### config.mk
export PLATFORM = sky130hd
export DESIGN_NAME = counter_burst_arbiter
export DESIGN_NICKNAME = d
export VERILOG_FILES = /design/src/rtl/counter_burst_arbiter.sv
export SDC_FILE = /design/constraint.sdc
export NUM_CORES = 1
export LEC_CHECK = 0
export BUFFER_PORTS_ARGS = -buffer_cell sky130_fd_sc_hd__buf_2
export CORE_MARGIN = 1
export CORE_UTILIZATION = 30
export CTS_CLUSTER_SIZE = 16
export DETAILED_ROUTE_END_ITERATION = 10
export GPL_ROUTABILITY_DRIVEN = 0
export GPL_TIMING_DRIVEN = 1
export SKIP_LAST_GASP = 1
export SLEW_MARGIN = 20
export SYNTH_ARGS = -nofsm -noshare
export SYNTH_HDL_FRONTEND = slang
export SYNTH_SLANG_ARGS = --single-unit
### constraint.sdc
create_clock -name clk -period 2.4 [get_ports clk]
set_input_delay 0 -clock clk [delete_from_list [all_inputs] [get_ports clk]]
set_output_delay 0 -clock clk [all_outputs]
set_load 0.005 [all_outputs]
### src/rtl/counter_burst_arbiter.sv
// Two-requester round-robin sequencer around a shared counter.
// A granted requester gets one counter clear, exactly len enable cycles,
// a check of the final count against len, and a one-cycle done pulse.
module counter_burst_arbiter #(
  parameter int unsigned CW = 4
) (
  input  logic          clk,
  input  logic          reset,
  input  logic [1:0]    req,
  input  logic [CW-1:0] len0,
  input  logic [CW-1:0] len1,
  input  logic [CW-1:0] counter_out,
  output logic          cnt_reset,
  output logic          cnt_enable,
  output logic [1:0]    gnt,
  output logic [1:0]    done,
  output logic [CW-1:0] result,
  output logic          busy,
  output logic          error
);

  typedef enum logic [2:0] {
    StIdle,
    StClear,
    StRun,
    StCheck,
    StDone
  } state_e;

  state_e        state_q, state_d;
  logic [1:0]    gnt_q, gnt_d;
  logic          last_q, last_d;       // index of the last winner
  logic [CW-1:0] target_q, target_d;
  logic [CW-1:0] remaining_q, remaining_d;
  logic [CW-1:0] result_q, result_d;
  logic          error_q, error_d;
  logic          win;

  // Round-robin pick: a lone request wins; on a tie the previous loser wins.
  always_comb begin
    win = 1'b0;
    if (req == 2'b11) begin
      win = ~last_q;
    end else begin
      win = req[1];
    end
  end

  // Next-state and datapath updates.
  always_comb begin
    state_d     = state_q;
    gnt_d       = gnt_q;
    last_d      = last_q;
    target_d    = target_q;
    remaining_d = remaining_q;
    result_d    = result_q;
    error_d     = error_q;
    unique case (state_q)
      StIdle: begin
        if (|req) begin
          gnt_d       = win ? 2'b10 : 2'b01;
          last_d      = win;
          target_d    = win ? len1 : len0;
          remaining_d = win ? len1 : len0;
          state_d     = StClear;
        end
      end
      StClear: begin
        state_d = (target_q != '0) ? StRun : StCheck;
      end
      StRun: begin
        remaining_d = remaining_q - CW'(1);
        if (remaining_q == CW'(1)) begin
          state_d = StCheck;
        end
      end
      StCheck: begin
        result_d = counter_out;
        if (counter_out != target_q) begin
          error_d = 1'b1;
        end
        state_d = StDone;
      end
      StDone: begin
        gnt_d   = 2'b00;
        state_d = StIdle;
      end
      default: begin
        state_d = StIdle;
        gnt_d   = 2'b00;
      end
    endcase
  end

  // State register; async reset abandons any burst without a done pulse.
  always_ff @(posedge clk or negedge reset) begin
    if (!reset) begin
      state_q     <= StIdle;
      gnt_q       <= 2'b00;
      last_q      <= 1'b1;
      target_q    <= '0;
      remaining_q <= '0;
      result_q    <= '0;
      error_q     <= 1'b0;
    end else begin
      state_q     <= state_d;
      gnt_q       <= gnt_d;
      last_q      <= last_d;
      target_q    <= target_d;
      remaining_q <= remaining_d;
      result_q    <= result_d;
      error_q     <= error_d;
    end
  end

  // Outputs decoded purely from registered state, so reset/enable never overlap.
  always_comb begin
    cnt_reset  = (state_q == StClear);
    cnt_enable = (state_q == StRun);
    busy       = (state_q != StIdle);
    done       = (state_q == StDone) ? gnt_q : 2'b00;
    gnt        = gnt_q;
    result     = result_q;
    error      = error_q;
  end

endmodule

==> results of run 1 <==
-- stage by stage --
stage / setup slack (ps) / instance area, sq um
2_1_floorplan: 1141 / 1007
3_3_place_gp: 1083 / 1180
3_5_place_dp: 1017 / 1180
4_1_cts: 816.9 / 1267
5_1_grt: 726.4 / 1267
6_report: 819.8 / 1267
-- power by group --
part           total [mW]  internal (mW)  switching, mW
Combinational       0.646          0.346          0.299
Clock               0.164         0.0621          0.102
Sequential          0.668          0.482          0.186
Total                1.48          0.890          0.587
-- worst paths after layout --
kind                                  from             end
min in group asynchronous            reset      state_q[1]
worst min register to register       error           error
worst max-delay path            state_q[1]      cnt_enable
worst min-delay path                req[1]          last_q
max in group asynchronous            reset          last_q
worst max register to register  state_q[1]  remaining_q[3]
-- worst max-delay path, delay by kind of cell (launching register included) --
| family | cells | cell delay, ps |
|---|---|---|
| flops | 1 | 650 |
| simple gates | 1 | 440 |
| buf+inv | 1 | 190 |
-- cell type report --
cell class | instances | area [sq um]
clock buffer | 3 | 22.52
clock inverter | 1 | 5.005
fill | 320 | 1861
inverter | 5 | 18.77
multi-input combinational | 65 | 494.2
sequential | 19 | 476.7
tap | 44 | 55.05
timing repair buffer | 33 | 195.2
-- registers in the layout, indices dropped and copies added, names as in the netlist --
| signal | cells |
|---|---|
| remaining_q | 4 |
| result | 4 |
| target_q | 4 |
| state_q | 3 |
| gnt | 2 |
| error | 1 |
| last_q | 1 |
-- placed cells by master, fill, tap and decap left out --
master,n
nand3b_2,1
a21o_1,1
or4_1,1
o31ai_1,1
o311a_1,1
clkbuf_4,3
nor3b_1,1
ha_1,2
nand4_1,1
dlygate4sd3_1,6
o22ai_1,1
and3_1,2
mux2_2,4
nor4bb_1,1
xnor2_1,4
nor4b_1,1
a31oi_1,1
o2111ai_1,1
nor3_1,4
or2_2,2
buf_2,27
inv_1,5
clkinv_2,1
o211ai_1,2
o211a_1,1
mux2i_1,4
nor3_4,1
dfstp_2,1
nand2b_1,1
nor3b_2,1
dfrtp_1,18
nor2b_1,1
o21ai_2,1
o21ai_0,11
a21oi_1,2
nand3b_1,3
a21boi_4,1
nor2_1,4
o21ai_1,2
-- metal layers --
metal / GRT usage, % / vias to the layer above / share of wire [%]
li1: - / 406 / -
met3: 2.597 / 4 / 6.8
met1: 17.43 / 388 / 47
met4: 4.983 / 0 / 1.1
met5: 0 / - / 0
met2: 20.16 / 29 / 45
-- cell families after synthesis --
kind of cell	count (synthesis)	synth area share, %
AO/OA/AOI/OAI	26	17.27
XOR/XNOR	4	3.478
adder cells (fa/ha/maj)	2	2.484
buffers and inverters	8	3.603
flip-flops	19	47.33
multiplexers	8	8.447
AND/OR/NAND/NOR	25	17.39
==> flow_metrics.tcl, run 1 <==
set metrics [dict create \
    status "finished clean" \
    ioPinCount 28 \
    ys_top_cells_by_count "dfrtp_1 (18), o21ai_0 (11), inv_1 (5)" \
    hold_buffers 6 \
    worst-setup-path-type "reg2out" \
    ys_seq_area_share_pct 47.33 \
    numCtsBuffers 3 \
    min_path_type "in2reg" \
    reg2reg_depth 3 \
    portBuffers 27 \
    die_x_microns 59.94 \
    synth_cell_types 37 \
    p_total_mw 1.478 \
    layout-drive-gt1-share_pct 34.13 \
    hold_depth 3 \
    synth_edf_count 0 \
    crit_path_max_incr_delay_ps 650 \
    grt_pass1_wl_microns 3436 \
    grt_overflow 0 \
    yosys_warnings 0 \
    die_height_microns 59.94 \
    drv_cap 0 \
    fin_util_pct 40.52 \
    grt_usage_pct 12.90 \
    cts_sinks 19 \
    vias_per_cell 4.865 \
    clock_latency_ps 300 \
    dp.cells 160 \
    wl_microns 2229 \
    drtAntennaViolNets 0 \
    synth.most_common_cell "dfrtp_1" \
    synth.ff_latch_count 19 \
    cts_root_buf "clkbuf_4" \
    clockBufferDepth 2 \
    fmax_ghz 0.6328 \
    tightest_slew_ps 472.0 \
    start_util_pct 32.20 \
    period_share_pct 65.84 \
    synthFlopType "dfrtp_1" \
    syn_inst 92 \
    grt_pass1_vias 741 \
    endpoint_kind "primary output" \
    synth_area_leaders "dfrtp_1 (45%), o21ai_0 (5.5%), mux2_2 (4.5%)" \
    maxSlewViolCount 0 \
    start_kind "flip-flop" \
    postCtsResizedCells 0 \
    hpwl_microns 1613 \
    syn_avg_cell_area_sq_um 10.95 \
    netlist_area_sq_mm 0.001007 \
    synth_top_area_share_pct 44.72 \
    vdd_drop_max_uv 304.3 \
    cts_tree "yes" \
    drtIter0Drc 30 \
    cp_cell_sequence "nor3b_2 > buf_2" \
    floorplan.rows 20 \
    worstPathArrival_ps 1580 \
    crit_required_ps 2400 \
    die_area_sq_mm 0.003593 \
    async_flop_share_pct 100.0 \
    post-cts-setup-buffers 0 \
    critPathSlowestCell "dfrtp_1" \
    setup_tns_ps 0 \
    grt_max_degree 20 \
    rsz0062_at_grt "no" \
    powerDensity_mw_per_mm2 1166 \
    path_max_fanout 13 \
    dr.pass1.iters 4 \
    r2r_slack_ps 1000 \
    final_cell_count_no_fill 170 \
    fin_nets 145 \
    whs_ps 13.39 \
    vias 827 \
    diodes 0 \
    min_period_ps 1580 \
    cts-htree-levels 1 \
    yosys.area.top_type "dfrtp_1" \
    p_leak_nw 0.5734 \
    area_growth_pct 25.84 \
    antenna_found_initial 0 \
    syn_nets 110 \
    slew_headroom_pct 68.54 \
    skew_ps 1.693 \
    setup_viol 0 \
    hold_viol_final 0 \
    drc_errors 0 \
    clkTransAtPathRegs_ps 110 \
    coreArea_sq_mm 0.003128 \
    wire_per_inst_microns 13.11 \
]
Power figures use the tool's default switching activity.
==> inputs of run 2 (changes only) <==
--- a/config.mk
+++ b/config.mk
@@ -5,6 +5,7 @@
 export SDC_FILE = /design/constraint.sdc
 export NUM_CORES = 1
 export LEC_CHECK = 0
+export ABC_AREA = 1
 export BUFFER_PORTS_ARGS = -buffer_cell sky130_fd_sc_hd__buf_2
 export CORE_MARGIN = 1
 export CORE_UTILIZATION = 30
==> constraint.sdc (replaced) <==
create_clock -name clk -period 1.35 [get_ports clk]
set_input_delay 0 -clock clk [delete_from_list [all_inputs] [get_ports clk]]
set_output_delay 0 -clock clk [all_outputs]
set_load 0.005 [all_outputs]
==> run 2 against run 1 <==
  * Clock power rose by 83%
  * Via count rose by 21%
  * Sequential power rose by 60%
  * First-iteration DRC count fell by 6.7%
  * Total power rose by 82%
  * Routed wire length rose by 7.2%
  * Die area rose by 1.1%
  * Synthesized area rose by 1.1%
  * Register-to-register slack got worse by 860 ps
  * Design area rose by 4.4%
  * Critical path depth rose by 3
  * Synthesized cell count rose by 54%
  * Highest routed layer unchanged
==> flow_metrics.tcl, run 2 <==
set metrics [dict create \
    slew_headroom_pct 70.30 \
    powerDensity_mw_per_mm2 2034 \
    maxSlewViolCount 0 \
    grt_pass1_wl_microns 4105 \
    reg2reg_depth 3 \
    syn_nets 160 \
    layout_commonest_cell "nand2_1" \
    vdd_drop_max_uv 866.4 \
    antenna_found_initial 0 \
    cts_sinks 19 \
    floorplan.rows 20 \
    vias 998 \
    r2r_start "state_q[2]" \
    design_area_sq_mm 0.001324 \
    vias_per_cell 4.455 \
    ioPinCount 28 \
    worst-setup-path-type "reg2out" \
    period_share_pct 95.35 \
    p_leak_nw 0.7643 \
    cts_tree "yes" \
    dr.pass1.iters 4 \
    synth_top_area_share_pct 44.23 \
    start_kind "flip-flop" \
    drv_cap 0 \
    cts-htree-levels 1 \
    min_to "remaining_q[0]" \
    yosys_warnings 0 \
    r2r_end "result[2]" \
    start_util_pct 32.56 \
    route.met3.wl_microns 118 \
    hold_viol_final 0 \
    n_fill_cell 341 \
    hold_depth 5 \
    grt_usage_pct 15.36 \
    ys_top_cells_by_count "nand2_1 (51), inv_1 (28), dfrtp_1 (18)" \
    grt_overflow 0 \
    met1_length_microns 1161 \
    area_growth_pct 29.98 \
    rsz0062_at_grt "yes" \
    muxShareOfSynthArea_pct 0 \
    synthFlopType "dfrtp_1" \
    crit_required_ps 1350 \
    synth_top_family_by_area "simple AND/OR/NAND/NOR gates" \
    yosys.area.top_type "dfrtp_1" \
    syn_inst 142 \
    cts_root_buf "clkbuf_4" \
    synth_compound_area_share_pct 6.020 \
    numCtsBuffers 3 \
    setup_tns_ps 0 \
    drtAntennaViolNets 0 \
    layout-drive-gt1-share_pct 23.33 \
    wl_microns 2390 \
    min_path_type "in2reg" \
    placed_area_sq_mm 0.001216 \
    synth_area_leaders "dfrtp_1 (44%), nand2_1 (19%), inv_1 (10%)" \
    async_flop_share_pct 100.0 \
    grt_max_degree 20 \
    die_x_microns 60.27 \
    die_height_microns 60.27 \
    syn_avg_cell_area_sq_um 7.172 \
    clock_latency_ps 300 \
    status "finished clean" \
    hpwl_microns 1846 \
    path_max_fanout 5 \
    setup_viol 0 \
    endpoint_kind "primary output" \
    synth_cell_types 15 \
    tightest_slew_ps 445.5 \
    fmax_ghz 0.7769 \
    fin_nets 199 \
    met2_length_microns 1088 \
    wire_per_inst_microns 10.67 \
    skew_ps 1.551 \
    min_period_ps 1287 \
    worstPathArrival_ps 1290 \
    ys_seq_area_share_pct 46.81 \
    grt_pass1_vias 923 \
    synth.ff_latch_count 19 \
    synthXorXnorAreaFrac_pct 0.8600 \
    drtIter0Drc 28 \
    coreArea_sq_mm 0.003128 \
    holdCritStartpoint "len1[0]" \
    netlist_area_sq_mm 0.001018 \
    synthAdderAreaFrac_pct 2.457 \
    topRoutingLayerUsed "met4" \
    synth-simple-area-share_pct 33.54 \
    portBuffers 27 \
    synth_edf_count 0 \
    clockBufferDepth 2 \
    drc_errors 0 \
    r2r_slack_ps 140 \
    diodes 0 \
    synth.most_common_cell "nand2_1" \
    clkTransAtPathRegs_ps 110 \
    die_area_sq_mm 0.003632 \
    mostFrequentLayoutCells "nand2_1 (48), inv_1 (28), buf_2 (27)" \
]
## run 2: changes by cell type in the layout (fill, tap and decap cells not counted), sizes merged, moves of 4 or more
cell,change
o21ai,-4
xnor2,-4
nand3b,-4
nor2,+8
nor3,-5
nand2,+51
nand3,+14
mux2i,-4
mux2,-4
inv,+23
## run 2: stage by stage
step	setup slack (ps)	hold slack, ps	utilization [%]	cells	power (mW)
floorplan	242.5	-295.6	-	142	1.865
global placement	195.6	-35.36	38.88	214	2.276
detailed placement	143.0	-19.00	38.88	214	2.301
CTS	1.383	33.45	41.32	223	2.621
global route	-33.20	63.38	42.32	224	2.987
finish	62.79	38.88	42.32	224	2.693
## run 2: cell type report
cell class,count,area (sq um),area share [%]
Multi-Input combinational cell,95,454.2,34.31
Clock buffer,4,26.28,1.985
Sequential cell,19,479.2,36.20
Inverter,28,105.1,7.940
Tap cell,44,55.05,4.159
Timing Repair Buffer,34,203.9,15.41
## run 2: report_power, final
group          internal (mW)  total, mW  leakage, nW  switching [mW]
clock                  0.115      0.300       0.0150           0.185
sequential             0.851       1.07        0.227           0.219
combinational          0.546       1.32        0.523           0.777
## run 2: how the worst max path moves through the flow
stage	depth (start not counted)	end	slack [ps]	from
final	5	done[1]	60	state_q[1]
after global routing	5	done[0]	-30	state_q[1]
after CTS	4	cnt_enable	1	state_q[0]
after detailed placement	7	target_q[0]	140	last_q
after global placement	7	target_q[0]	200	last_q
after floorplan	7	target_q[0]	240	last_q
## run 2: cell families (layout without fill, tap and decap cells)
group | Yosys count | after routing
flops | 19 | 19
fa+ha+maj | 2 | 2
xor+xnor | 1 | 1
compound gates | 12 | 12
buf+inv | 28 | 66
simple gates | 80 | 80
## run 2: routing by layer
layer	vias up	GRT usage, %
met3	2	3.463
met2	26	24.49
met4	0	3.987
met1	465	20.77
met5	-	0
li1	505	-
## run 2: repair_timing
| action | 4_1_cts | 5_1_grt |
|---|---|---|
| hold buffers | 5 | 0 |
| buffers inserted | 0 | 1 |
| resized for setup | 0 | 9 |
| endpoints found under the setup margin | 0 | 6 |
| endpoints found under the hold margin | 23 | 0 |
## run 2: critical path: stages (launching register included)
cell	delay (ps)
dfrtp_2	470
nor2_4	140
buf_6	110
nand2_2	60
nor2_2	100
buf_2	110
